<file path="src/rtl/riscv_imm_pkg.sv">
// Opcode constants, immediate-format codes, skid-buffer states and the XLEN legality check
// shared by the immediate generator stage.
package riscv_imm_pkg;

  localparam logic [6:0] OpLoad   = 7'b0000011;
  localparam logic [6:0] OpImm    = 7'b0010011;
  localparam logic [6:0] OpJalr   = 7'b1100111;
  localparam logic [6:0] OpStore  = 7'b0100011;
  localparam logic [6:0] OpBranch = 7'b1100011;
  localparam logic [6:0] OpLui    = 7'b0110111;
  localparam logic [6:0] OpAuipc  = 7'b0010111;
  localparam logic [6:0] OpJal    = 7'b1101111;
  localparam logic [6:0] OpReg    = 7'b0110011;
  localparam logic [6:0] OpFence  = 7'b0001111;
  localparam logic [6:0] OpSystem = 7'b1110011;

  // FmtZ stays reserved even when CSR-immediate decoding is compiled out.
  typedef enum logic [2:0] {
    FmtNone = 3'd0,
    FmtI    = 3'd1,
    FmtS    = 3'd2,
    FmtB    = 3'd3,
    FmtU    = 3'd4,
    FmtJ    = 3'd5,
    FmtZ    = 3'd6
  } imm_fmt_e;

  typedef enum logic [1:0] {
    StEmpty = 2'd0,
    StOne   = 2'd1,
    StTwo   = 2'd2
  } skid_state_e;

  localparam int unsigned XlenNarrow = 32;
  localparam int unsigned XlenWide   = 64;

  function automatic bit xlen_is_legal(input int unsigned xlen);
    return (xlen == XlenNarrow) || (xlen == XlenWide);
  endfunction

endpackage

</file>
<file path="src/rtl/imm_fmt_decode.sv">
// Combinational RV32I/RV64I immediate decoder: selects the format by opcode and sign-extends
// to XLEN. Macro IMM_GEN_STAGE_ZICSR_EN enables the zero-extended CSR-immediate (FmtZ) format.
module imm_fmt_decode
  import riscv_imm_pkg::*;
#(
  parameter int unsigned XLEN = 32
) (
  input  logic [31:0]     instr_i,
  output logic [XLEN-1:0] imm_o,
  output imm_fmt_e        fmt_o,
  output logic            illegal_o
);

  logic [6:0]         opcode;
  logic signed [11:0] imm_i;
  logic signed [11:0] imm_s;
  logic signed [12:0] imm_b;
  logic signed [31:0] imm_u;
  logic signed [20:0] imm_j;

  assign opcode = instr_i[6:0];
  assign imm_i  = instr_i[31:20];
  assign imm_s  = {instr_i[31:25], instr_i[11:7]};
  assign imm_b  = {instr_i[31], instr_i[7], instr_i[30:25], instr_i[11:8], 1'b0};
  assign imm_u  = {instr_i[31:12], 12'b0};
  assign imm_j  = {instr_i[31], instr_i[19:12], instr_i[20], instr_i[30:21], 1'b0};

  // Every known opcode ends in 2'b11, so a compressed encoding falls into the default arm.
  always_comb begin
    imm_o     = '0;
    fmt_o     = FmtNone;
    illegal_o = 1'b0;
    case (opcode)
      OpLoad, OpImm, OpJalr: begin
        fmt_o = FmtI;
        imm_o = XLEN'(imm_i);
      end
      OpStore: begin
        fmt_o = FmtS;
        imm_o = XLEN'(imm_s);
      end
      OpBranch: begin
        fmt_o = FmtB;
        imm_o = XLEN'(imm_b);
      end
      OpLui, OpAuipc: begin
        fmt_o = FmtU;
        imm_o = XLEN'(imm_u);
      end
      OpJal: begin
        fmt_o = FmtJ;
        imm_o = XLEN'(imm_j);
      end
      OpReg, OpFence: begin
        fmt_o = FmtNone;
      end
      OpSystem: begin
`ifdef IMM_GEN_STAGE_ZICSR_EN
        if (instr_i[14]) begin
          fmt_o = FmtZ;
          imm_o = XLEN'(instr_i[19:15]);
        end
`else
        fmt_o = FmtNone;
`endif
      end
      default: begin
        illegal_o = 1'b1;
      end
    endcase
  end

endmodule

</file>
<file path="src/rtl/imm_gen_stage.sv">
// Decode-stage immediate generator: registered output plus skid entry behind a valid/ready
// handshake. Optional CSR-immediate decoding is enabled by macro IMM_GEN_STAGE_ZICSR_EN.
module imm_gen_stage
  import riscv_imm_pkg::*;
#(
  parameter int unsigned XLEN  = 32,
  parameter int unsigned TAG_W = 32
) (
  input  logic             clk,
  input  logic             rst,
  input  logic             flush,
  input  logic             in_valid,
  output logic             in_ready,
  input  logic [31:0]      in_instr,
  input  logic [TAG_W-1:0] in_tag,
  output logic             out_valid,
  input  logic             out_ready,
  output logic [XLEN-1:0]  out_imm,
  output imm_fmt_e         out_fmt,
  output logic             out_illegal,
  output logic [TAG_W-1:0] out_tag
);

  if (!xlen_is_legal(XLEN)) begin : g_xlen_check
    $error("imm_gen_stage: XLEN must be 32 or 64");
  end

  logic [XLEN-1:0] dec_imm;
  imm_fmt_e        dec_fmt;
  logic            dec_illegal;

  imm_fmt_decode #(
    .XLEN (XLEN)
  ) u_decode (
    .instr_i   (in_instr),
    .imm_o     (dec_imm),
    .fmt_o     (dec_fmt),
    .illegal_o (dec_illegal)
  );

  skid_state_e      state_q, state_d;
  logic [XLEN-1:0]  out_imm_q, out_imm_d, skid_imm_q, skid_imm_d;
  imm_fmt_e         out_fmt_q, out_fmt_d, skid_fmt_q, skid_fmt_d;
  logic             out_ill_q, out_ill_d, skid_ill_q, skid_ill_d;
  logic [TAG_W-1:0] out_tag_q, out_tag_d, skid_tag_q, skid_tag_d;
  logic             accept, pop;

  // in_ready looks only at registered state, never at out_ready.
  assign in_ready    = !rst && !flush && (state_q != StTwo);
  assign out_valid   = (state_q != StEmpty);
  assign accept      = in_valid && in_ready;
  assign pop         = out_valid && out_ready;
  assign out_imm     = out_imm_q;
  assign out_fmt     = out_fmt_q;
  assign out_illegal = out_ill_q;
  assign out_tag     = out_tag_q;

  always_comb begin
    state_d    = state_q;
    out_imm_d  = out_imm_q;
    out_fmt_d  = out_fmt_q;
    out_ill_d  = out_ill_q;
    out_tag_d  = out_tag_q;
    skid_imm_d = skid_imm_q;
    skid_fmt_d = skid_fmt_q;
    skid_ill_d = skid_ill_q;
    skid_tag_d = skid_tag_q;
    unique case (state_q)
      StEmpty: begin
        if (accept) begin
          state_d   = StOne;
          out_imm_d = dec_imm;
          out_fmt_d = dec_fmt;
          out_ill_d = dec_illegal;
          out_tag_d = in_tag;
        end
      end
      StOne: begin
        if (accept && !pop) begin
          state_d    = StTwo;
          skid_imm_d = dec_imm;
          skid_fmt_d = dec_fmt;
          skid_ill_d = dec_illegal;
          skid_tag_d = in_tag;
        end else if (accept) begin
          out_imm_d = dec_imm;
          out_fmt_d = dec_fmt;
          out_ill_d = dec_illegal;
          out_tag_d = in_tag;
        end else if (pop) begin
          state_d = StEmpty;
        end
      end
      StTwo: begin
        if (pop) begin
          state_d   = StOne;
          out_imm_d = skid_imm_q;
          out_fmt_d = skid_fmt_q;
          out_ill_d = skid_ill_q;
          out_tag_d = skid_tag_q;
        end
      end
      default: begin
        state_d = StEmpty;
      end
    endcase
    if (flush) begin
      state_d = StEmpty;
    end
  end

  always_ff @(posedge clk) begin
    if (rst) begin
      state_q <= StEmpty;
    end else begin
      state_q <= state_d;
    end
  end

  always_ff @(posedge clk) begin
    if (rst) begin
      out_imm_q  <= '0;
      out_fmt_q  <= FmtNone;
      out_ill_q  <= 1'b0;
      out_tag_q  <= '0;
      skid_imm_q <= '0;
      skid_fmt_q <= FmtNone;
      skid_ill_q <= 1'b0;
      skid_tag_q <= '0;
    end else begin
      out_imm_q  <= out_imm_d;
      out_fmt_q  <= out_fmt_d;
      out_ill_q  <= out_ill_d;
      out_tag_q  <= out_tag_d;
      skid_imm_q <= skid_imm_d;
      skid_fmt_q <= skid_fmt_d;
      skid_ill_q <= skid_ill_d;
      skid_tag_q <= skid_tag_d;
    end
  end

endmodule

</file>
<file path="config.mk">
export PLATFORM = sky130hd
export DESIGN_NAME = imm_gen_stage
export DESIGN_NICKNAME = d
export VERILOG_FILES = /design/src/rtl/riscv_imm_pkg.sv /design/src/rtl/imm_fmt_decode.sv /design/src/rtl/imm_gen_stage.sv
export SDC_FILE = /design/constraint.sdc
export NUM_CORES = 1
export LEC_CHECK = 0
export ABC_AREA = 1
export BUFFER_PORTS_ARGS = -buffer_cell sky130_fd_sc_hd__buf_2
export CORE_MARGIN = 2
export CORE_UTILIZATION = 54
export CTS_CLUSTER_DIAMETER = 150
export DETAILED_ROUTE_END_ITERATION = 10
export PLACE_DENSITY = 0.79
export REMOVE_ABC_BUFFERS = 1
export SYNTH_ARGS = -nofsm -noshare
export SYNTH_HDL_FRONTEND = slang
export SYNTH_SLANG_ARGS = --single-unit
export TNS_END_PERCENT = 30
</file>
<file path="constraint.sdc">
create_clock -name clk -period 2 [get_ports clk]
set_input_delay 0.2 -clock clk [delete_from_list [all_inputs] [get_ports clk]]
set_output_delay 0.2 -clock clk [all_outputs]
set_load 0.01 [all_outputs]
</file>
# ---- Word level (Yosys, flattened, before mapping)
# Cells that the tools add are included.
dict set report word_totals {
  regBits 138
  out_inout_bits 70
  word_cells 71
}
dict set report classes {
  n_eq_ne 19
  n_mux 25
  n_reduce_logical 18
}
# operator count
set op_table {}
lappend op_table {{$mux W32} 6}
lappend op_table {{$pmux W32 S3} 2}
lappend op_table {{$pmux W32 S5} 1}
lappend op_table {{$eq A7 B7 Y1 const B} 4}
lappend op_table {{$eq A7 B6 Y1 const B} 3}
lappend op_table {{$pmux W3 S5} 1}
lappend op_table {{$eq A7 B5 Y1 const B} 2}
lappend op_table {{$reduce_or A11 Y1} 1}
lappend op_table {{$mux W2} 5}
lappend op_table {{$mux W3} 3}
lappend op_table {{$pmux W3 S3} 1}
lappend op_table {{$ne A2 B2 Y1 const B} 4}
lappend op_table {{$eq A7 B2 Y1 const B} 1}
lappend op_table {{$eq A7 B4 Y1 const B} 1}
lappend op_table {{$ne A3 B3 Y1 const B} 2}
lappend op_table {{$pmux W2 S3} 1}
lappend op_table {{$logic_and A1 B1 Y1} 5}
lappend op_table {{$mux W1} 4}
lappend op_table {{$reduce_and A4 Y1} 1}
lappend op_table {{$reduce_or A2 Y1} 2}
lappend op_table {{$logic_not A1 Y1} 3}
lappend op_table {{$pmux W1 S3} 1}
lappend op_table {{$reduce_and A3 Y1} 1}
lappend op_table {{$reduce_bool A3 Y1} 1}
lappend op_table {{other kinds (6)} 6}

# ---- Depth between registers and ports, before layout
dict set report logic_depth {
  word_depth 7
  depth_mapped 11
  ltp_nobuf 11
}

# ---- Cells and area by module
# Synthesis repeated with hierarchy kept, for this count alone.
dict set report hier_totals {
  hier_cells 1144
  area_unflattened_um2 7061.8
}
# module instances cells_per_inst area_per_inst_um2 seq_area_each_um2
set by_module_without_submodules {}
lappend by_module_without_submodules {imm_gen_stage 1 981 6253.5 2762.6}
lappend by_module_without_submodules {imm_fmt_decode 1 163 808.3 0.0}

# ---- Least setup slack after synthesis
# Ideal clock, no wire load.
dict set report synth_path {
  path_kind {register to register}
  startpoint {reg state_q[1]}
  endpoint {reg out_imm_q[23] (netlist: out_imm[23])}
  setup_ns 0.118
  t_arrival_ns 1.297
  t_required_ns 1.882
  path_slack_ns 0.585
  stages_incl_launch_ff 10
  n_path_buf 2
  cell_sequence {dfxtp_1 inv_2 nor2_4 inv_2 nand2_1 nand3_4 buf_4 buf_4 a21oi_1 a21oi_1}
}
dict set report synth_via {
  elab_chain_len 6
  elab_cells_between_ends 17
  classes_between {5 x eq/ne; 3 x mux; 9 x reduce/logical}
}
# element line_no
set synth_lines {}
lappend synth_lines {{start: declaration} imm_gen_stage.sv:41} ;# skid_state_e state_q, state_d;
lappend synth_lines {{start signal: assignment} imm_gen_stage.sv:114} ;# state_q <= StEmpty;
lappend synth_lines {{start signal: assignment} imm_gen_stage.sv:116} ;# state_q <= state_d;
lappend synth_lines {{$ne A2 B2 Y1 / $reduce_bool A2 Y1 (equally long branches)} {imm_gen_stage.sv:49, imm_gen_stage.sv:50}}
lappend synth_lines {{$logic_and A1 B1 Y1, on equally long branches} {imm_gen_stage.sv:49, imm_gen_stage.sv:52}}
lappend synth_lines {{$logic_and A1 B1 Y1 / $logic_not A1 Y1 (equally long branches)} {imm_gen_stage.sv:51, imm_gen_stage.sv:79}}
lappend synth_lines {{$mux W32 / $logic_and A1 B1 Y1 (equally long branches)} n/a}
lappend synth_lines {{$mux W32 / $ne A2 B2 Y1 (equally long branches)} n/a}
lappend synth_lines {{$pmux W32 S3 / $reduce_and A3 Y1 (equally long branches)} n/a}
lappend synth_lines {{end signal: assignment} imm_gen_stage.sv:131} ;# out_imm_q <= out_imm_d;
lappend synth_lines {{end: declaration} imm_gen_stage.sv:42} ;# logic [XLEN-1:0] out_imm_q, out_imm_d, skid_imm_q, skid_imm_d;
# Several ways; a longest one is shown, not always the timed one. The select of a mux whose other input is x is not followed.
# A chain may end at the register's enable or synchronous reset.

# ---- Worst setup path in the final report
dict set report layout_path {
  startpoint {reg state_q[0]}
  endpoint {reg out_tag_q[5] (netlist: out_tag[5])}
}
dict set report layout_via {
  elab_chain_len 6
  elab_cells_between_ends 17
  classes_between {5 x eq/ne; 3 x mux; 9 x reduce/logical}
}
# element line_no
set layout_lines {}
lappend layout_lines {{$ne A2 B2 Y1 / $reduce_bool A2 Y1 (equally long branches)} {imm_gen_stage.sv:49, imm_gen_stage.sv:50}}
lappend layout_lines {{$logic_and A1 B1 Y1, on equally long branches} {imm_gen_stage.sv:49, imm_gen_stage.sv:52}}
lappend layout_lines {{$logic_and A1 B1 Y1 / $logic_not A1 Y1 (equally long branches)} {imm_gen_stage.sv:51, imm_gen_stage.sv:79}}
lappend layout_lines {{$mux W32 / $logic_and A1 B1 Y1 (equally long branches)} n/a}
lappend layout_lines {{$mux W32 / $ne A2 B2 Y1 (equally long branches)} n/a}
lappend layout_lines {{$pmux W32 S3 / $reduce_and A3 Y1 (equally long branches)} n/a}
lappend layout_lines {{end signal: assignment} imm_gen_stage.sv:134} ;# out_tag_q <= out_tag_d;
lappend layout_lines {{end: declaration} imm_gen_stage.sv:45} ;# logic [TAG_W-1:0] out_tag_q, out_tag_d, skid_tag_q, skid_tag_d;
# Several ways; a longest one is shown, not always the timed one. The select of a mux whose other input is x is not followed.

==> flow_summary_export.csv <==
group,metric,value,unit
status,status,"complete, no violations",
worst_hold_path,holdPathStages,2,
setup_path,end_kind,"flop",
clock_tree,clock_path_buffers,2,
global_routing,grt_pass1_wl,25400,um
finish,nNetsFinal,1112,
flow_run,maxCapViolations,0,
timing,rsz0062_at_grt,"no",
setup_path,r2r-end,"out_tag[5]",
global_routing,overflow,0,
global_routing,grtUsageTotal,0.244,
synthesis,synth_cell_types,24,
timing,setup_viol,0,
synthesis,synthFlopType,"dfxtp_1",
clock_tree,ctsResizeCount,0,
timing,tightest_slew,0.647,ns
synthesis,netlist_area,6350,um^2
setup_path,r2r_cells,7,
synthesis,synth_commonest_cells,"211 x nand2_1, 152 x inv_1, 142 x a21oi_1",
finish,design_area,7820,um^2
floorplanning,start_util,0.554,
synthesis,synth-edff-count,0,
floorplanning,die_w,112,um
drt,route.antenna.remaining_nets,0,
floorplanning,die-height,112,um
timing,hold_viol_final,0,
synthesis,synthCells,931,
synthesis,synth_largest_area_cell,"dfxtp_1",
floorplanning,io_pins,139,
power,p_leak,3.92,nW
floorplanning,num_rows,39,
drt,via_count,6176,
power,finalPower,6.73,mW
synthesis,synth-seq-cells,138,
timing,worst_slack,0.236,ns
setup_path,startpoint_type,"flop",
global_routing,grt_pass1_vias,5512,
clock_tree,cts_tree,"built",
power,power.density,861,nW/um^2
global_routing,antenna_found_initial,0,
drt,wl_per_cell,12.7,um
timing,maxSlewViolCount,0,
clock_tree,clkLatencyLatePin,0.42,ns
setup_path,r2r_setup_slack,0.24,ns
setup_path,critPathSlowestCell,"dfxtp_1",
finish,area_delta_synth_final,23.1,%
setup_path,slowest_delay,0.38,ns
placement,place_area,7190,um^2
clock_tree,hold_buffers,0,
clock_tree,path_clk_slew,0.06,ns
setup_path,critPathKind,"reg2reg",
synthesis,synth.avg_cell_area,6.82,um^2
floorplanning,dieArea,12600,um^2
placement,numPortBuffers,138,
setup_path,crit_required,2.34,ns
timing,fin_setup_tns,0,ns
worst_hold_path,min_path_type,"in2reg",
timing,period_share,0.882,
clock_tree,cts_num_sinks,138,
synthesis,ys_seq_area_frac,0.435,
drt,firstDrtPassIters,5,
synthesis,netlist.area_leader.share,0.435,
power,max-vdd-ir-drop,0.556,mV
finish,num_antenna_cells,0,
synthesis,synthMostInstantiatedCell,"nand2_1",
drt,post-route-drc-count,0,
finish,final_layout_size_suffix_gt1_frac,0.191,
drt,drt_first_iter_violations,657,
placement,hpwl,9730,um
drt,wl,15200,um
setup_path,arrival,2.10,ns
timing,fmax,0.567,GHz
drt,via_per_inst,5.15,
setup_path,worstPathMaxFanout,28,
clock_tree,cts_buffers,17,
timing,period_minus_slack,1.76,ns
synthesis,async_reset_ff_frac,0,
timing,slew_headroom,0.568,
clock_tree,cts_setup_buffers,0,
synthesis,yosysWarnings,0,
clock_tree,clock-root-buffer,"clkbuf_16",
worst_hold_path,holdCritStartpoint,"rst",
timing,hold_ws,0.0211,ns
placement,dp_worst_setup_slack,0.304,ns
synthesis,synth_area_leaders,"dfxtp_1 44%, nand2_1 12%, a21oi_1 11%",
floorplanning,coreArea,11500,um^2
setup_path,regToRegStartpoint,"state_q[0]",
placement,gp_congestion,0.856,
timing,clock_skew,0.00460,ns
global_routing,grt_max_degree,75,
setup_path,path_cells,"inv_2 > nor2_2 > nand4_4 > nand3_4 > buf_12 > o21ai_0 > a21oi_1",
worst_hold_path,holdPathEnd,"skid_fmt_q[2]",
clock_tree,h-tree-depth,4,
[worst max path at each step]
| stage | depth (start not counted) | endpoint | slack (ns) | startpoint |
|---|---|---|---|---|
| floorplan | 7 | out_tag[0] | -0.96 | state_q[1] |
| global placement | 8 | out_fmt[2] | 0.35 | rst |
| detailed placement | 7 | out_tag[27] | 0.30 | rst |
| CTS | 7 | out_tag[5] | 0.22 | state_q[0] |
| global route | 7 | out_tag[5] | 0.08 | state_q[1] |
| finish | 7 | out_tag[5] | 0.24 | state_q[0] |
[state kept, by name, summed over array words and instances, names as in the netlist]
signal,count
skid_ill_q,1
out_imm,32
out_tag,32
skid_fmt_q,3
skid_tag_q,32
state_q,2
skid_imm_q,32
out_illegal,1
out_fmt,3
[final cells by class]
type | instances | area [um^2]
clock inverter | 11 | 169
inverter | 157 | 591
sequential | 138 | 2760
fill | 987 | 3650
multi-input combinational | 573 | 2720
clock buffer | 21 | 460
tap | 143 | 179
timing repair buffer | 156 | 938
[critical path: cells and delay by family (launching register included)]
family / cells / cell delay [ns]
buffers and inverters: 2 / 0.27
flip-flops: 1 / 0.38
AO/OA/AOI/OAI: 2 / 0.29
AND/OR/NAND/NOR: 3 / 0.73
[cells in the final DEF, fill, tap and decap left out]
master	synthesis	final
o21bai_1	24	24
nor2_2	4	4
nand3_4	1	1
a211oi_1	2	2
clkinvlp_4	0	4
buf_2	23	138
o211ai_1	1	1
clkbuf_1	34	2
nand2_1	211	211
dfxtp_1	138	138
buf_12	0	9
clkinv_2	0	3
clkbuf_16	0	17
buf_4	4	9
nor2_4	2	2
o21ai_0	132	132
nand4_4	1	1
nand3_1	32	32
nand2_2	2	2
a21oi_1	142	142
bufinv_16	0	4
nor2_1	14	14
inv_1	152	152
inv_2	4	4
clkinv_4	0	1
nand4_1	1	1
nand3_2	1	1
clkbuf_8	0	2
o21a_1	3	3
[report_power, final]
group,switching [mW],internal [mW],total [mW]
combinational,0.317,0.219,0.536
clock,1.19,2.15,3.34
sequential,0.0362,2.82,2.86
total,1.54,5.19,6.73
[metrics by stage]
step / cells / utilization
floorplan: 868 / -
global placement: 1167 / 0.627
detailed placement: 1167 / 0.627
CTS: 1199 / 0.682
global route: 1199 / 0.682
finish: 1199 / 0.682
[cell families after synthesis]
kind of cell / count (synthesis) / share of synthesized area
flops: 138 / 0.435
compound gates: 304 / 0.251
simple gates: 269 / 0.176
buf+inv: 220 / 0.137
[per-layer routing]
metal  GRT usage  part of all wire  wire length (um)  vias up
met5           0                 0                 0        -
met4      0.0943             0.017               260        0
met3      0.0513             0.065               991       23
met2       0.386              0.46              6970      212
met1       0.328              0.46              7020     2771
li1            -                 -                 -     3170
No activity file was read; power rests on OpenSTA's default activity.
